### src/rtl/spi_peripheral.sv
// SPI target endpoint. It oversamples sclk/cs_n/copi in the clk domain and
// exchanges whole MSB-first frames with the core through a load/valid interface.
//
// state  | meaning
// IDLE   | deselected; the core may load the TX shifter
// ACTIVE | frame in progress; copi is sampled and poci is shifted
// DONE   | cs_n has been released; the received frame is published
module spi_peripheral #(
    parameter int DATA_WIDTH  = 64,
    parameter int SYNC_STAGES = 2
) (
    input  logic                          clk,
    input  logic                          sync_rst_n,
    input  logic [1:0]                    spi_mode,
    input  logic [DATA_WIDTH-1:0]         tx_data,
    input  logic                          tx_load,
    output logic                          tx_ready,
    input  logic                          sclk,
    input  logic                          cs_n,
    input  logic                          copi,
    output logic                          poci,
    output logic                          poci_oe,
    output logic [DATA_WIDTH-1:0]         rx_data,
    output logic [$clog2(DATA_WIDTH/8):0] rx_bytes,
    output logic                          rx_valid,
    output logic                          rx_partial
);

    localparam int CNT_W   = $clog2(DATA_WIDTH) + 1;
    localparam int BYTES_W = $clog2(DATA_WIDTH/8) + 1;
    localparam int FLUSH_W = $clog2(SYNC_STAGES + 1);

    typedef enum logic [1:0] {
        ST_IDLE   = 2'd0,
        ST_ACTIVE = 2'd1,
        ST_DONE   = 2'd2
    } state_t;

    state_t state_q, state_d;

    logic [SYNC_STAGES-1:0] sclk_sync_q, sclk_sync_d;
    logic [SYNC_STAGES-1:0] cs_n_sync_q, cs_n_sync_d;
    logic [SYNC_STAGES-1:0] copi_sync_q, copi_sync_d;
    logic                   sclk_dly_q, sclk_dly_d;
    logic                   cs_n_dly_q, cs_n_dly_d;
    logic [FLUSH_W-1:0]     flush_cnt_q, flush_cnt_d;
    logic                   cs_armed_q, cs_armed_d;

    logic [1:0]             mode_q, mode_d;
    logic                   first_lead_q, first_lead_d;
    logic [DATA_WIDTH-1:0]  tx_shift_q, tx_shift_d;
    logic [DATA_WIDTH-1:0]  rx_shift_q, rx_shift_d;
    logic [CNT_W-1:0]       bit_cnt_q, bit_cnt_d;

    logic [DATA_WIDTH-1:0]  rx_data_q, rx_data_d;
    logic [BYTES_W-1:0]     rx_bytes_q, rx_bytes_d;
    logic                   rx_valid_q, rx_valid_d;
    logic                   rx_partial_q, rx_partial_d;

    logic sclk_s, cs_n_s, copi_s;
    logic sclk_rise, sclk_fall, cs_fall, cs_rise;
    logic lead_edge, trail_edge, sample_en, shift_en, frame_start;

    // Synchronizers and edge detection
    always_comb begin
        sclk_sync_d = {sclk_sync_q[SYNC_STAGES-2:0], sclk};
        cs_n_sync_d = {cs_n_sync_q[SYNC_STAGES-2:0], cs_n};
        copi_sync_d = {copi_sync_q[SYNC_STAGES-2:0], copi};
        sclk_s      = sclk_sync_q[SYNC_STAGES-1];
        cs_n_s      = cs_n_sync_q[SYNC_STAGES-1];
        copi_s      = copi_sync_q[SYNC_STAGES-1];
        sclk_dly_d  = sclk_s;
        cs_n_dly_d  = cs_n_s;
        sclk_rise   = sclk_s & ~sclk_dly_q;
        sclk_fall   = ~sclk_s & sclk_dly_q;
        cs_rise     = cs_n_s & ~cs_n_dly_q;
        cs_fall     = cs_armed_q & ~cs_n_s & cs_n_dly_q;
    end

    // The cs_n chain resets high, so a pin already low at reset release would
    // look like a falling edge. Only arm frame detection once the flushed chain
    // has shown cs_n genuinely high.
    always_comb begin
        flush_cnt_d = flush_cnt_q;
        if (flush_cnt_q != '0) begin
            flush_cnt_d = flush_cnt_q - FLUSH_W'(1);
        end
        cs_armed_d = cs_armed_q | ((flush_cnt_q == '0) & cs_n_s);
    end

    always_comb begin
        lead_edge   = mode_q[0] ? sclk_fall : sclk_rise;
        trail_edge  = mode_q[0] ? sclk_rise : sclk_fall;
        frame_start = (state_q == ST_IDLE) & cs_fall;
        sample_en   = (state_q == ST_ACTIVE) & (mode_q[1] ? trail_edge : lead_edge);
        shift_en    = (state_q == ST_ACTIVE) &
                      (mode_q[1] ? (lead_edge & ~first_lead_q) : trail_edge);
    end

    always_ff @(posedge clk or negedge sync_rst_n) begin
        if (!sync_rst_n) begin
            state_q <= ST_IDLE;
        end else begin
            state_q <= state_d;
        end
    end

    always_comb begin
        state_d = state_q;
        unique case (state_q)
            ST_IDLE:   if (cs_fall) state_d = ST_ACTIVE;
            ST_ACTIVE: if (cs_rise) state_d = ST_DONE;
            ST_DONE:   state_d = ST_IDLE;
            default:   state_d = ST_IDLE;
        endcase
    end

    always_comb begin
        tx_ready = (state_q == ST_IDLE);
        poci_oe  = (state_q == ST_ACTIVE);
        poci     = tx_shift_q[DATA_WIDTH-1];
    end

    // Frame datapath
    always_comb begin
        mode_d       = mode_q;
        first_lead_d = first_lead_q;
        tx_shift_d   = tx_shift_q;
        rx_shift_d   = rx_shift_q;
        bit_cnt_d    = bit_cnt_q;

        if ((state_q == ST_IDLE) && tx_load) begin
            tx_shift_d = tx_data;
        end else if (shift_en) begin
            tx_shift_d = {tx_shift_q[DATA_WIDTH-2:0], 1'b0};
        end

        if (frame_start) begin
            mode_d       = spi_mode;
            first_lead_d = 1'b1;
            rx_shift_d   = '0;
            bit_cnt_d    = '0;
        end else begin
            if ((state_q == ST_ACTIVE) && lead_edge) begin
                first_lead_d = 1'b0;
            end
            if (sample_en) begin
                rx_shift_d = {rx_shift_q[DATA_WIDTH-2:0], copi_s};
                if (bit_cnt_q != CNT_W'(DATA_WIDTH)) begin
                    bit_cnt_d = bit_cnt_q + CNT_W'(1);
                end
            end
        end
    end

    always_comb begin
        rx_data_d    = rx_data_q;
        rx_bytes_d   = rx_bytes_q;
        rx_partial_d = rx_partial_q;
        rx_valid_d   = (state_q == ST_DONE);
        if (state_q == ST_DONE) begin
            rx_data_d    = rx_shift_q;
            rx_bytes_d   = BYTES_W'(bit_cnt_q >> 3);
            rx_partial_d = |bit_cnt_q[2:0];
        end
    end

    always_ff @(posedge clk or negedge sync_rst_n) begin
        if (!sync_rst_n) begin
            sclk_sync_q  <= '1;
            cs_n_sync_q  <= '1;
            copi_sync_q  <= '0;
            sclk_dly_q   <= 1'b1;
            cs_n_dly_q   <= 1'b1;
            flush_cnt_q  <= FLUSH_W'(SYNC_STAGES);
            cs_armed_q   <= 1'b0;
            mode_q       <= 2'b00;
            first_lead_q <= 1'b0;
            tx_shift_q   <= '0;
            rx_shift_q   <= '0;
            bit_cnt_q    <= '0;
            rx_data_q    <= '0;
            rx_bytes_q   <= '0;
            rx_valid_q   <= 1'b0;
            rx_partial_q <= 1'b0;
        end else begin
            sclk_sync_q  <= sclk_sync_d;
            cs_n_sync_q  <= cs_n_sync_d;
            copi_sync_q  <= copi_sync_d;
            sclk_dly_q   <= sclk_dly_d;
            cs_n_dly_q   <= cs_n_dly_d;
            flush_cnt_q  <= flush_cnt_d;
            cs_armed_q   <= cs_armed_d;
            mode_q       <= mode_d;
            first_lead_q <= first_lead_d;
            tx_shift_q   <= tx_shift_d;
            rx_shift_q   <= rx_shift_d;
            bit_cnt_q    <= bit_cnt_d;
            rx_data_q    <= rx_data_d;
            rx_bytes_q   <= rx_bytes_d;
            rx_valid_q   <= rx_valid_d;
            rx_partial_q <= rx_partial_d;
        end
    end

    assign rx_data    = rx_data_q;
    assign rx_bytes   = rx_bytes_q;
    assign rx_valid   = rx_valid_q;
    assign rx_partial = rx_partial_q;

endmodule

### config.mk
export PLATFORM = sky130hd
export DESIGN_NAME = spi_peripheral
export DESIGN_NICKNAME = d
export VERILOG_FILES = /design/src/rtl/spi_peripheral.sv
export SDC_FILE = /design/constraint.sdc
export NUM_CORES = 1
export LEC_CHECK = 0
export ABC_CLOCK_PERIOD_IN_PS = 1900
export BUFFER_PORTS_ARGS = -buffer_cell sky130_fd_sc_hd__buf_2
export CAP_MARGIN = 20
export CORE_AREA = 5 5 144 146
export CTS_CLUSTER_DIAMETER = 80
export CTS_CLUSTER_SIZE = 24
export DETAILED_ROUTE_END_ITERATION = 7
export DIE_AREA = 0 0 149 151
export PLACE_DENSITY = 0.71
export SLEW_MARGIN = 10
export SYNTH_ARGS = -nofsm -noshare
export SYNTH_HDL_FRONTEND = slang
export SYNTH_SLANG_ARGS = --single-unit
### constraint.sdc
create_clock -name clk -period 1.9 [get_ports clk]
set_input_delay 0.095 -clock clk [delete_from_list [all_inputs] [get_ports clk]]
set_output_delay 0.095 -clock clk [all_outputs]
set_load 0.02 [all_outputs]
==> summary.md <==
| Metric | Value |
|---|---|
| CP Max Fanout | `21` |
| Port Buffer Count | `144` |
| Number of synthesized flops with an enable pin | `0` |
| Starting Density | `49.8%` |
| DR WL/cell | `15.2 microns` |
| Worst Max-Slew Pin Slew | `0.547 ns` |
| Via Count | `7646` |
| Tcrit/Tclk final | `93.7%` |
| Area fraction in compound gates after synthesis | `15.9%` |
| Hold Violations, Final | `0` |
| Max IR drop VDD | `0.000535 V` |
| Post-Synth XOR/XNOR Area | `0.365%` |
| Die Ht | `151 microns` |
| Post-route ant nets | `0` |
| Hpwl dp | `13.4 mm` |
| FF+latch count, synth | `221` |
| Die width | `149 microns` |
| GRT overflow | `0` |
| Simple-Gate Fraction of Synth Area | `20.6%` |
| Pin count of the biggest net entering global routing | `72` |
| NumNets Final | `1279` |
| Fmax | `0.562 GHz` |
| Global placement routability congestion | `0.765` |
| Total global-route track usage | `20.2%` |
| CP endpoint kind | `flip-flop` |
| Fillers | `1621` |
| Post-synthesis cell type count | `46` |
| PD cells | `901 nW/um^2` |
| Vias per cell | `5.17` |
| Mux cell area share after synthesis | `0.469%` |
| Commonest non-fill, non-tap cell in the layout | `nand2_1` |
| Final Critical Period | `1.78 ns` |
| Mapped cell area | `9600 sq um` |
| RSZ-0062 raised after global routing | `false` |
| Syn_area_per_cell | `9.44 sq um` |
| Seq/Total Area, Yosys | `57.7%` |
| Ys flop type | `dfrtp_1` |
| Area growth, synth to finish | `23.5%` |
| DIE AREA | `22500 sq um` |
| Setup TNS | `0 ns` |
| Pre-CTS WS | `0.0660 ns` |
| Final Max Slew Viols | `0` |
| Htree depth | `1` |
| Hold WC Path Type | `in2reg` |
| Deepest clock path buffer count | `3` |
| Drc violations | `0` |
| Clock sink total | `221` |
| Outcome | `complete, no violations` |
| Multi-input gate area | `3670 sq um` |
| DRT iter0 DRCs | `522` |
| CTS root buf | `clkbuf_16` |
| Post-Route WL | `22.5 mm` |
| Asr flop ratio synth | `100%` |
| Type of the setup path with the least slack | `reg2reg` |
| Total CTS buffers | `14` |
| Area share of fa/ha/maj cells after synthesis | `0.391%` |
| Vias in the first global route | `7554` |
| Global-route wire length before repair | `37.7 mm` |
| Clk Latency, worst-skew pair | `0.48 ns` |
| Worst Clk Skew | `0.0205 ns` |
| Worst rel slew slack | `63.5%` |
| Number of max-cap violations | `0` |
| Antenna violations before repair | `1` |
| Fraction of layout cells with a size suffix above 1 | `22.4%` |
| Clock slew at reported path FFs | `0.10 ns` |
| FP Rows | `51` |
| Crit path arrival time | `2.12 ns` |
| # IOs | `145` |
| Cells after Synth | `1017` |
| Syn nets | `1092` |
| Worst EP required | `2.24 ns` |
| Leakage | `5.95 nW` |
| Worst Slack Setup Final | `0.120 ns` |
| CTS tree | `done` |
| Largest family of logic cells by synthesized area | `simple AND/OR/NAND/NOR gates` |
| Sequential cell area | `5540 sq um` |
| Final setup violation count | `0` |
| Core Region | `19300 sq um` |
| Synth Warn # | `0` |
| Commonest cells after routing, fill and taps aside | `471 x nand2_1, 213 x dfrtp_1, 143 x buf_2` |
| Crit start category | `flip-flop` |
| First-pass DRT Iterations | `7` |
repair_timing:
item | CTS | global route
gates resized for setup | 0 | 4
setup endpoints to repair | 0 | 25
endpoints found under the hold margin | 218 | 0
setup buffers | 0 | 1
hold buffers | 70 | 0
flip-flops by register name, indices dropped and copies added, names as in the netlist:
| signal | cells |
|---|---|
| cs_n_dly_q | 1 |
| rx_shift_q | 64 |
| cs_armed_q | 1 |
| bit_cnt_q | 7 |
| rx_valid | 1 |
| sclk_sync_q | 2 |
| copi_sync_q | 2 |
| mode_q | 2 |
| tx_shift_q | 64 |
| rx_data | 64 |
| rx_bytes | 4 |
| cs_n_sync_q | 2 |
| state_q | 2 |
| flush_cnt_q | 2 |
| rx_partial | 1 |
| first_lead_q | 1 |
| sclk_dly_q | 1 |
worst max-delay path: stages, from the launching register on:
cell      delay [ns]
dfrtp_2         0.46
or3b_4          0.42
a21oi_4         0.19
or2_4           0.24
buf_12          0.20
o211ai_2        0.11
kinds of logic after synthesis:
group | Yosys count
AOI/OAI and AO/OA | 206
xor gates and xnor gates | 4
adders and majority gates | 3
buffers and inverters | 77
DFF | 221
muxes | 4
and+or+nand+nor | 502
final cells by class:
type / count / share of cell area [%]
Multi-Input combinational cell: 719 / 30.9
Antenna cell: 1 / 0.0211
Clock inverter: 4 / 0.443
Inverter: 7 / 0.221
Timing Repair Buffer: 241 / 15.6
Clock buffer: 20 / 3.32
Sequential cell: 221 / 46.7
Tap cell: 265 / 2.79
final timing paths:
path	startpoint	to	slack [ns]	depth (start not counted)
setup reg to reg	mode_q[0]$_DFFE_PN0P_	tx_shift_q[8]$_DFFE_PN0P_	0.12	5
setup / recovery	mode_q[0]$_DFFE_PN0P_	tx_shift_q[8]$_DFFE_PN0P_	0.12	5
min in group asynchronous	sync_rst_n	tx_shift_q[6]$_DFFE_PN0P_	0.16	2
hold reg to reg	sclk_sync_q[0]$_DFF_PN1_	sclk_sync_q[1]$_DFF_PN1_	0.35	0
hold / removal	tx_load	tx_shift_q[0]$_DFFE_PN0P_	0.15	5
max in group asynchronous	sync_rst_n	rx_data[26]$_DFFE_PN0P_	1.08	3
power breakdown:
part           total (mW)  switching [mW]  internal, mW
registers            5.53           0.301          5.23
logic                2.00            1.13         0.867
clock network        3.16            1.65          1.51
total                10.7            3.08          7.61
per-stage QoR:
step | cell area, sq um | hold slack [ns] | cells | util [%] | power, mW
after global routing | 11900 | 0.165 | 1478 | 61.6 | 11.3
final | 11900 | 0.153 | 1478 | 61.6 | 10.7
after global placement | 10700 | 0.113 | 1381 | 55.3 | 7.41
after CTS | 11800 | 0.127 | 1475 | 61.3 | 10.8
after floorplan | 9600 | -0.201 | 1017 | - | 6.87
after detailed placement | 10700 | 0.101 | 1381 | 55.3 | 7.48
per-layer routing:
metal	share of wire [%]	track usage, %	wire length, microns	vias to the layer above
met3	4.6	2.84	1040	31
met4	1.8	4.99	408	0
li1	-	-	-	3703
met2	49	32.6	10900	172
met5	0	0	0	-
met1	45	29.2	10100	3740
cells in the mapped netlist, types with 3 or more instances:
cell type / n / area, sq um
clkbuf_1: 43 / 161
nand3_1: 5 / 25.0
ha_1: 3 / 37.5
buf_4: 7 / 52.6
dfrtp_1: 214 / 5360
nand2b_1: 3 / 18.8
o211ai_1: 4 / 30.0
buf_12: 7 / 140
o21ai_0: 64 / 320
nand2_1: 472 / 1770
dfstp_2: 7 / 184
o211ai_2: 59 / 738
clkbuf_2: 6 / 30.0
inv_1: 6 / 22.5
a21oi_1: 67 / 335
nor2_1: 3 / 11.3
buf_2: 5 / 25.0
No activity file was read; power rests on OpenSTA's default activity.
